<file path="src/rtl/annealer_pkg.sv">
// Shared constants for the fabric/HPS bridge blocks: bus widths, CPU address
// map and the marker value returned when the CPU reads an empty result FIFO.
package annealer_pkg;

  localparam int BUS_WIDTH   = 128;
  localparam int SHORT_WIDTH = 16;

  localparam logic [1:0] ADDR_DATA   = 2'd0;
  localparam logic [1:0] ADDR_STATUS = 2'd1;
  localparam logic [1:0] ADDR_CTRL   = 2'd2;

  localparam logic [BUS_WIDTH-1:0] UNDERFLOW_PATTERN = {BUS_WIDTH{1'b1}};

  // Packer phase: LOW waits for the lower half of a bus word, HIGH holds it.
  typedef enum logic {
    PACK_LOW  = 1'b0,
    PACK_HIGH = 1'b1
  } pack_state_t;

endpackage

</file>
<file path="src/rtl/dsp_result_readback_sync_fifo.sv">
// Single-clock FIFO of WIDTH-bit words with occupancy count and a synchronous
// clear that wins over any same-cycle write or read.
module sync_fifo #(
  parameter int WIDTH      = 128,
  parameter int DEPTH_LOG2 = 4
) (
  input  logic                  clk,
  input  logic                  reset_n,
  input  logic                  clear,
  input  logic                  wr_en,
  input  logic [WIDTH-1:0]      wr_data,
  input  logic                  rd_en,
  output logic [WIDTH-1:0]      rd_data,
  output logic [DEPTH_LOG2:0]   count,
  output logic                  full,
  output logic                  empty
);

  localparam logic [DEPTH_LOG2:0]   FULL_COUNT = {1'b1, {DEPTH_LOG2{1'b0}}};
  localparam logic [DEPTH_LOG2:0]   COUNT_ONE  = (DEPTH_LOG2+1)'(1);
  localparam logic [DEPTH_LOG2-1:0] PTR_ONE    = DEPTH_LOG2'(1);

  logic [WIDTH-1:0]      mem [2**DEPTH_LOG2];
  logic [DEPTH_LOG2-1:0] wr_ptr;
  logic [DEPTH_LOG2-1:0] rd_ptr;
  logic                  do_wr;
  logic                  do_rd;

  assign full    = (count == FULL_COUNT);
  assign empty   = (count == '0);
  assign do_wr   = wr_en && !full && !clear;
  assign do_rd   = rd_en && !empty && !clear;
  assign rd_data = mem[rd_ptr];

  // Storage array; contents need no reset because count gates visibility.
  always_ff @(posedge clk) begin
    if (do_wr) mem[wr_ptr] <= wr_data;
  end

  // Pointers wrap naturally at the power-of-two depth; count tracks occupancy.
  always_ff @(posedge clk or negedge reset_n) begin
    if (!reset_n) begin
      wr_ptr <= '0;
      rd_ptr <= '0;
      count  <= '0;
    end else if (clear) begin
      wr_ptr <= '0;
      rd_ptr <= '0;
      count  <= '0;
    end else begin
      if (do_wr) wr_ptr <= wr_ptr + PTR_ONE;
      if (do_rd) rd_ptr <= rd_ptr + PTR_ONE;
      case ({do_wr, do_rd})
        2'b10:   count <= count + COUNT_ONE;
        2'b01:   count <= count - COUNT_ONE;
        default: count <= count;
      endcase
    end
  end

endmodule

</file>
<file path="src/rtl/dsp_result_readback.sv">
// Result return path: pairs of LANES-wide product pushes are packed into bus
// words, queued in a FIFO and served to the CPU with a fixed one-cycle read
// latency alongside status and a clear control.
module dsp_result_readback
  import annealer_pkg::*;
#(
  parameter int DATA_WIDTH = annealer_pkg::SHORT_WIDTH,
  parameter int LANES      = 4,
  parameter int BUS_WIDTH  = annealer_pkg::BUS_WIDTH,
  parameter int DEPTH_LOG2 = 4
) (
  input  logic                        clk,
  input  logic                        reset_n,
  input  logic                        prod_valid,
  input  logic [LANES*DATA_WIDTH-1:0] prod_data,
  output logic                        prod_ready,
  input  logic [1:0]                  addr,
  input  logic                        read,
  input  logic                        write,
  input  logic [BUS_WIDTH-1:0]        writedata,
  output logic [BUS_WIDTH-1:0]        readdata,
  output logic                        readdatavalid,
  output logic [9:0]                  leds
);

  localparam int HALF_WIDTH = LANES * DATA_WIDTH;

  pack_state_t             state_q;
  pack_state_t             state_d;
  logic [HALF_WIDTH-1:0]   hold_q;
  logic                    underflow_q;
  logic                    half_pend;
  logic                    push_acc;
  logic                    word_wr;
  logic                    clear_req;
  logic                    data_rd;
  logic                    pop_req;
  logic [BUS_WIDTH-1:0]    fifo_head;
  logic [DEPTH_LOG2:0]     fifo_count;
  logic                    fifo_full;
  logic                    fifo_empty;
  logic [BUS_WIDTH-1:0]    status_word;
  logic [BUS_WIDTH-1:0]    readdata_d;
  logic                    unused_writedata;

  assign unused_writedata = ^writedata[BUS_WIDTH-1:1];

  assign half_pend  = (state_q == PACK_HIGH);
  assign prod_ready = !(fifo_full && half_pend);
  assign push_acc   = prod_valid && prod_ready;
  assign clear_req  = write && (addr == ADDR_CTRL) && writedata[0];
  assign data_rd    = read && (addr == ADDR_DATA);
  assign pop_req    = data_rd && !fifo_empty && !clear_req;
  assign word_wr    = push_acc && half_pend && !clear_req;

  assign leds = {underflow_q, fifo_full, fifo_empty, half_pend, 6'(fifo_count)};

  sync_fifo #(
    .WIDTH      (BUS_WIDTH),
    .DEPTH_LOG2 (DEPTH_LOG2)
  ) u_fifo (
    .clk     (clk),
    .reset_n (reset_n),
    .clear   (clear_req),
    .wr_en   (word_wr),
    .wr_data ({prod_data, hold_q}),
    .rd_en   (pop_req),
    .rd_data (fifo_head),
    .count   (fifo_count),
    .full    (fifo_full),
    .empty   (fifo_empty)
  );

  // Packer state register.
  always_ff @(posedge clk or negedge reset_n) begin
    if (!reset_n) state_q <= PACK_LOW;
    else          state_q <= state_d;
  end

  // Packer next state: alternate halves on each accepted push; clear restarts.
  always_comb begin
    state_d = state_q;
    if (clear_req) begin
      state_d = PACK_LOW;
    end else if (push_acc) begin
      state_d = (state_q == PACK_LOW) ? PACK_HIGH : PACK_LOW;
    end
  end

  // Capture the lower half of the next bus word while waiting for its partner.
  always_ff @(posedge clk or negedge reset_n) begin
    if (!reset_n)                                          hold_q <= '0;
    else if (push_acc && !half_pend && !clear_req)         hold_q <= prod_data;
  end

  // Sticky underflow: set by a data read of an empty FIFO, dropped by clear.
  always_ff @(posedge clk or negedge reset_n) begin
    if (!reset_n)                      underflow_q <= 1'b0;
    else if (clear_req)                underflow_q <= 1'b0;
    else if (data_rd && fifo_empty)    underflow_q <= 1'b1;
  end

  // Status word as seen by the CPU, packed into the low bits.
  always_comb begin
    status_word = '0;
    status_word[DEPTH_LOG2+4:0] = {underflow_q, fifo_full, fifo_empty, half_pend, fifo_count};
  end

  // CPU read mux, sampled into the response register on the read edge.
  always_comb begin
    readdata_d = '0;
    case (addr)
      ADDR_DATA:   readdata_d = fifo_empty ? UNDERFLOW_PATTERN : fifo_head;
      ADDR_STATUS: readdata_d = status_word;
      default:     readdata_d = '0;
    endcase
  end

  // Registered read response gives the fixed one-cycle latency.
  always_ff @(posedge clk or negedge reset_n) begin
    if (!reset_n) begin
      readdata      <= '0;
      readdatavalid <= 1'b0;
    end else begin
      readdatavalid <= read;
      if (read) readdata <= readdata_d;
    end
  end

endmodule

</file>
<file path="config.mk">
export PLATFORM = sky130hd
export DESIGN_NAME = dsp_result_readback
export DESIGN_NICKNAME = d
export VERILOG_FILES = /design/src/rtl/annealer_pkg.sv /design/src/rtl/dsp_result_readback_sync_fifo.sv /design/src/rtl/dsp_result_readback.sv
export SDC_FILE = /design/constraint.sdc
export NUM_CORES = 2
export LEC_CHECK = 0
export BUFFER_PORTS_ARGS = -buffer_cell sky130_fd_sc_hd__buf_2
export CORE_MARGIN = 2
export CORE_UTILIZATION = 25
export DETAILED_ROUTE_END_ITERATION = 8
export PLACE_DENSITY_LB_ADDON = 0.05
export SLEW_MARGIN = 20
export SYNTH_ARGS = -nofsm -noshare
export SYNTH_HDL_FRONTEND = slang
export SYNTH_SLANG_ARGS = --single-unit
</file>
<file path="constraint.sdc">
create_clock -name clk -period 28.2 [get_ports clk]
set_input_delay 2.82 -clock clk [delete_from_list [all_inputs] [get_ports clk]]
set_output_delay 2.82 -clock clk [all_outputs]
set_load 0.01 [all_outputs]
</file>
==> results.sh <==
export IMPL_status="completed"
export IMPL_reg2reg_slack_ns=23.06
export IMPL_cap_viol_max_count=0
export IMPL_cts_root_buffer="clkbuf_16"
export IMPL_grt_pass1_wl_mm=379
export IMPL_final_util_pct=29.6
export IMPL_antenna_found_initial=38
export IMPL_tritoncts="done"
export IMPL_h_tree_depth=5
export IMPL_p_total_mw=10.1
export IMPL_synth_area_leaders="edfxtp_1 (71%), mux4_2 (14%), dfrtp_1 (6.0%)"
export IMPL_end_kind="flop"
export IMPL_seq_area_mm2=0.0667
export IMPL_synth_largest_area_cell="edfxtp_1"
export IMPL_firstDrtPassIters=7
export IMPL_drtAntennaViolNets=0
export IMPL_yosys_most_used_dff="edfxtp_1"
export IMPL_gp_congestion=0.674
export IMPL_die_x_um=591
export IMPL_period_minus_slack_ns=6.97
export IMPL_totalWireLength_mm=276
export IMPL_critPathMaxFanout=34
export IMPL_async_flop_share_pct=9.22
export IMPL_portBuffers=210
export IMPL_drc_errors=0
export IMPL_synth_avg_cell_area_um2=21.8
export IMPL_regToRegStartpoint="u_fifo.rd_ptr[0]$_DFFE_PN0P_"
export IMPL_dp_slack_ns=20.16
export IMPL_max_slew_margin_pct=27.6
export IMPL_grt_max_degree=92
export IMPL_dp_hpwl_mm=147
export IMPL_leakagePower_nw=32.1
export IMPL_syn_inst=3951
export IMPL_die_area_mm2=0.349
export IMPL_rsz0062_at_grt="false"
export IMPL_skew_ns=0.0340
export IMPL_grt_pass1_vias=43483
export IMPL_worstSetupStartpointType="primary input"
export IMPL_grt_use_total_pct=15.7
export IMPL_swShare_pct=29.5
export IMPL_clock_latency_ns=0.88
export IMPL_ys_ff_latch=2256
export IMPL_viasPerCell=4.47
export IMPL_finalHoldViolations=0
export IMPL_cts_path_max_buffers=4
export IMPL_synth_edff_count=2048
export IMPL_net_switching_power_mw=2.97
export IMPL_period_share_pct=24.7
export IMPL_reg2reg_to="readdata[109]$_DFFE_PN0P_"
export IMPL_clk_pin_slew_ns=0.06
export IMPL_hold_path_class="reg2reg"
export IMPL_cts_resized=0
export IMPL_arrival_ns=7.46
export IMPL_post_cts_buffers=0
export IMPL_syn_to_final_growth_pct=17.9
export IMPL_clkPwrFrac_pct=34.2
export IMPL_comb_power_share_pct=20.3
export IMPL_power_frac_seq_pct=45.5
export IMPL_cts_hold_buffers_added=0
export IMPL_hold_ws_ns=0.509
export IMPL_layout_nets=4533
export IMPL_num_fill_cells=33514
export IMPL_cts_buffers_inserted=278
export IMPL_worst_pin_slew_ns=1.09
export IMPL_synth_distinct_cells=47
export IMPL_core_area_mm2=0.343
export IMPL_route_detailed_wl_per_inst_um=30.3
export IMPL_worst_setup_path_type="in2reg"
export IMPL_tns_ns=0
export IMPL_row_count=215
export IMPL_p_per_area_mw_per_mm2=99.2
export IMPL_peakVddDrop_mv=0.0621
export IMPL_fmax_mhz=143
export IMPL_initialDrtViolationCount=2820
export IMPL_die_h_um=591
export IMPL_worstHoldEndpoint="readdata[8]$_DFFE_PN0P_"
export IMPL_synth_area_mm2=0.0861
export IMPL_start_util_pct=25.1
export IMPL_multi_input_area_mm2=0.0183
export IMPL_drive_gt1_share_pct=28.4
export IMPL_setup_slack_ns=21.23
export IMPL_setup_violations_final=0
export IMPL_worst_hold_path_num_cells=2
export IMPL_io_pins=339
export IMPL_netlist_area_leader_share_pct=71.5
export IMPL_finalMaxSlewViolations=0
export IMPL_intPower_mw=7.09
export IMPL_r2r_cells=9
export IMPL_vias=40789
export IMPL_cp_required_ns=28.69
export IMPL_min_from="readdata[8]$_DFFE_PN0P_"
export IMPL_overflow=0
export IMPL_clkSinkCount=2256
export IMPL_ys_warn_count=0
export IMPL_ys_seq_area_share_pct=77.5
export IMPL_synth_net_count=4159
-- worst max-delay path: stages --
cell     delay, ns
buf_2         0.31
and4b_1       0.43
a211o_1       0.60
nor2_1        0.17
nand2_1       0.24
nor2_4        0.67
buf_4         0.56
buf_4         0.80
buf_4         0.74
-- Yosys cell counts, types with 2 or more instances --
master / count
o21ai_1: 57
edfxtp_1: 2048
nand4_1: 5
buf_6: 5
a21oi_1: 17
inv_1: 17
a31oi_1: 3
buf_1: 10
o21ai_0: 68
a211oi_1: 7
nor3_1: 123
nand3_1: 4
xnor2_1: 3
clkbuf_1: 64
a211oi_2: 2
and3_1: 3
nand2_1: 20
and2_1: 4
buf_4: 21
ha_1: 8
mux4_2: 516
nor2b_1: 124
mux2i_1: 247
nor4_1: 6
a2111oi_0: 3
xor2_1: 5
mux2_2: 66
buf_2: 119
nor2_1: 143
nand2b_1: 6
o211ai_1: 4
dfrtp_1: 208
-- sequential cells by signal, indices dropped and copies added (netlist names), 4 cells and up --
signal,cells
u_fifo.rd_ptr,4
readdata,128
u_fifo.count,5
hold_q,64
u_fifo.mem,2048
u_fifo.wr_ptr,4
-- how the worst max path moves through the flow --
stage / start / end / slack [ns] / cells past startpoint
2_1_floorplan: writedata[0] / u_fifo.mem[1][0]$_DFFE_PP_ / 11.49 / 5
3_3_place_gp: addr[0] / u_fifo.mem[10][121]$_DFFE_PP_ / 20.17 / 9
3_5_place_dp: addr[0] / u_fifo.mem[10][121]$_DFFE_PP_ / 20.16 / 9
4_1_cts: addr[0] / u_fifo.mem[10][118]$_DFFE_PP_ / 21.13 / 9
5_1_grt: addr[0] / u_fifo.mem[10][118]$_DFFE_PP_ / 20.98 / 9
6_report: addr[0] / u_fifo.mem[10][124]$_DFFE_PP_ / 21.23 / 9
-- placed cells by master (no fill, tap or decap), drive strengths merged, types with 4 or more instances in the layout --
| cell type | instances |
|---|---|
| clkbuf | 419 |
| ha | 8 |
| edfxtp | 2048 |
| nand2 | 20 |
| diode | 11 |
| clkinv | 65 |
| a211oi | 9 |
| mux2 | 66 |
| inv | 26 |
| nand2b | 6 |
| and2 | 4 |
| nor4 | 7 |
| a21oi | 18 |
| nor3 | 123 |
| xor2 | 5 |
| nor2 | 143 |
| mux4 | 516 |
| nand4 | 5 |
| buf | 313 |
| dfrtp | 208 |
| nand3 | 4 |
| mux2i | 247 |
| o21ai | 125 |
| bufinv | 9 |
| nor2b | 124 |
| o211ai | 4 |
-- stage by stage --
stage                     std cells  instance area (um2)
final                          9115               101000
after floorplan                3951                86100
after global placement         8602                92800
after CTS                      9104               101000
after global routing           9105               101000
after detailed placement       8602                92800
-- power groups by stage --
stage / clock, mW / sequential, mW / combinational (mW)
floorplan: 0 / 4.43 / 1.47
global placement: 0 / 4.67 / 2.14
detailed placement: 0 / 4.68 / 2.13
CTS: 3.57 / 4.61 / 2.14
global route: 3.69 / 4.64 / 2.24
finish: 3.44 / 4.58 / 2.05
-- per-layer routing --
layer,GRT usage (%),share of wire [%]
met1,22.0,46
met2,25.8,48
met3,2.08,3.7
met4,3.82,2.3
met5,0,0.025
-- cell type report --
| class | instances | area share (%) |
|---|---|---|
| clock inverters | 84 | 0.688 |
| repair buffers | 314 | 1.96 |
| diodes | 11 | 0.0271 |
| well taps | 4557 | 5.62 |
| clock buffers | 418 | 7.82 |
| flip-flops and latches | 2256 | 65.8 |
| inverters | 17 | 0.0629 |
| multi-input cells | 1458 | 18.0 |
-- kinds of logic after synthesis --
| logic type | share of synthesized area, % |
|---|---|
| compound gates | 1.06 |
| xor+xnor | 0.0814 |
| other cells | 0.00436 |
| mux | 17.2 |
| flops | 77.5 |
| buf+inv | 1.36 |
| simple gates | 2.61 |
| fa+ha+maj | 0.140 |
Power figures use the tool's default switching activity.
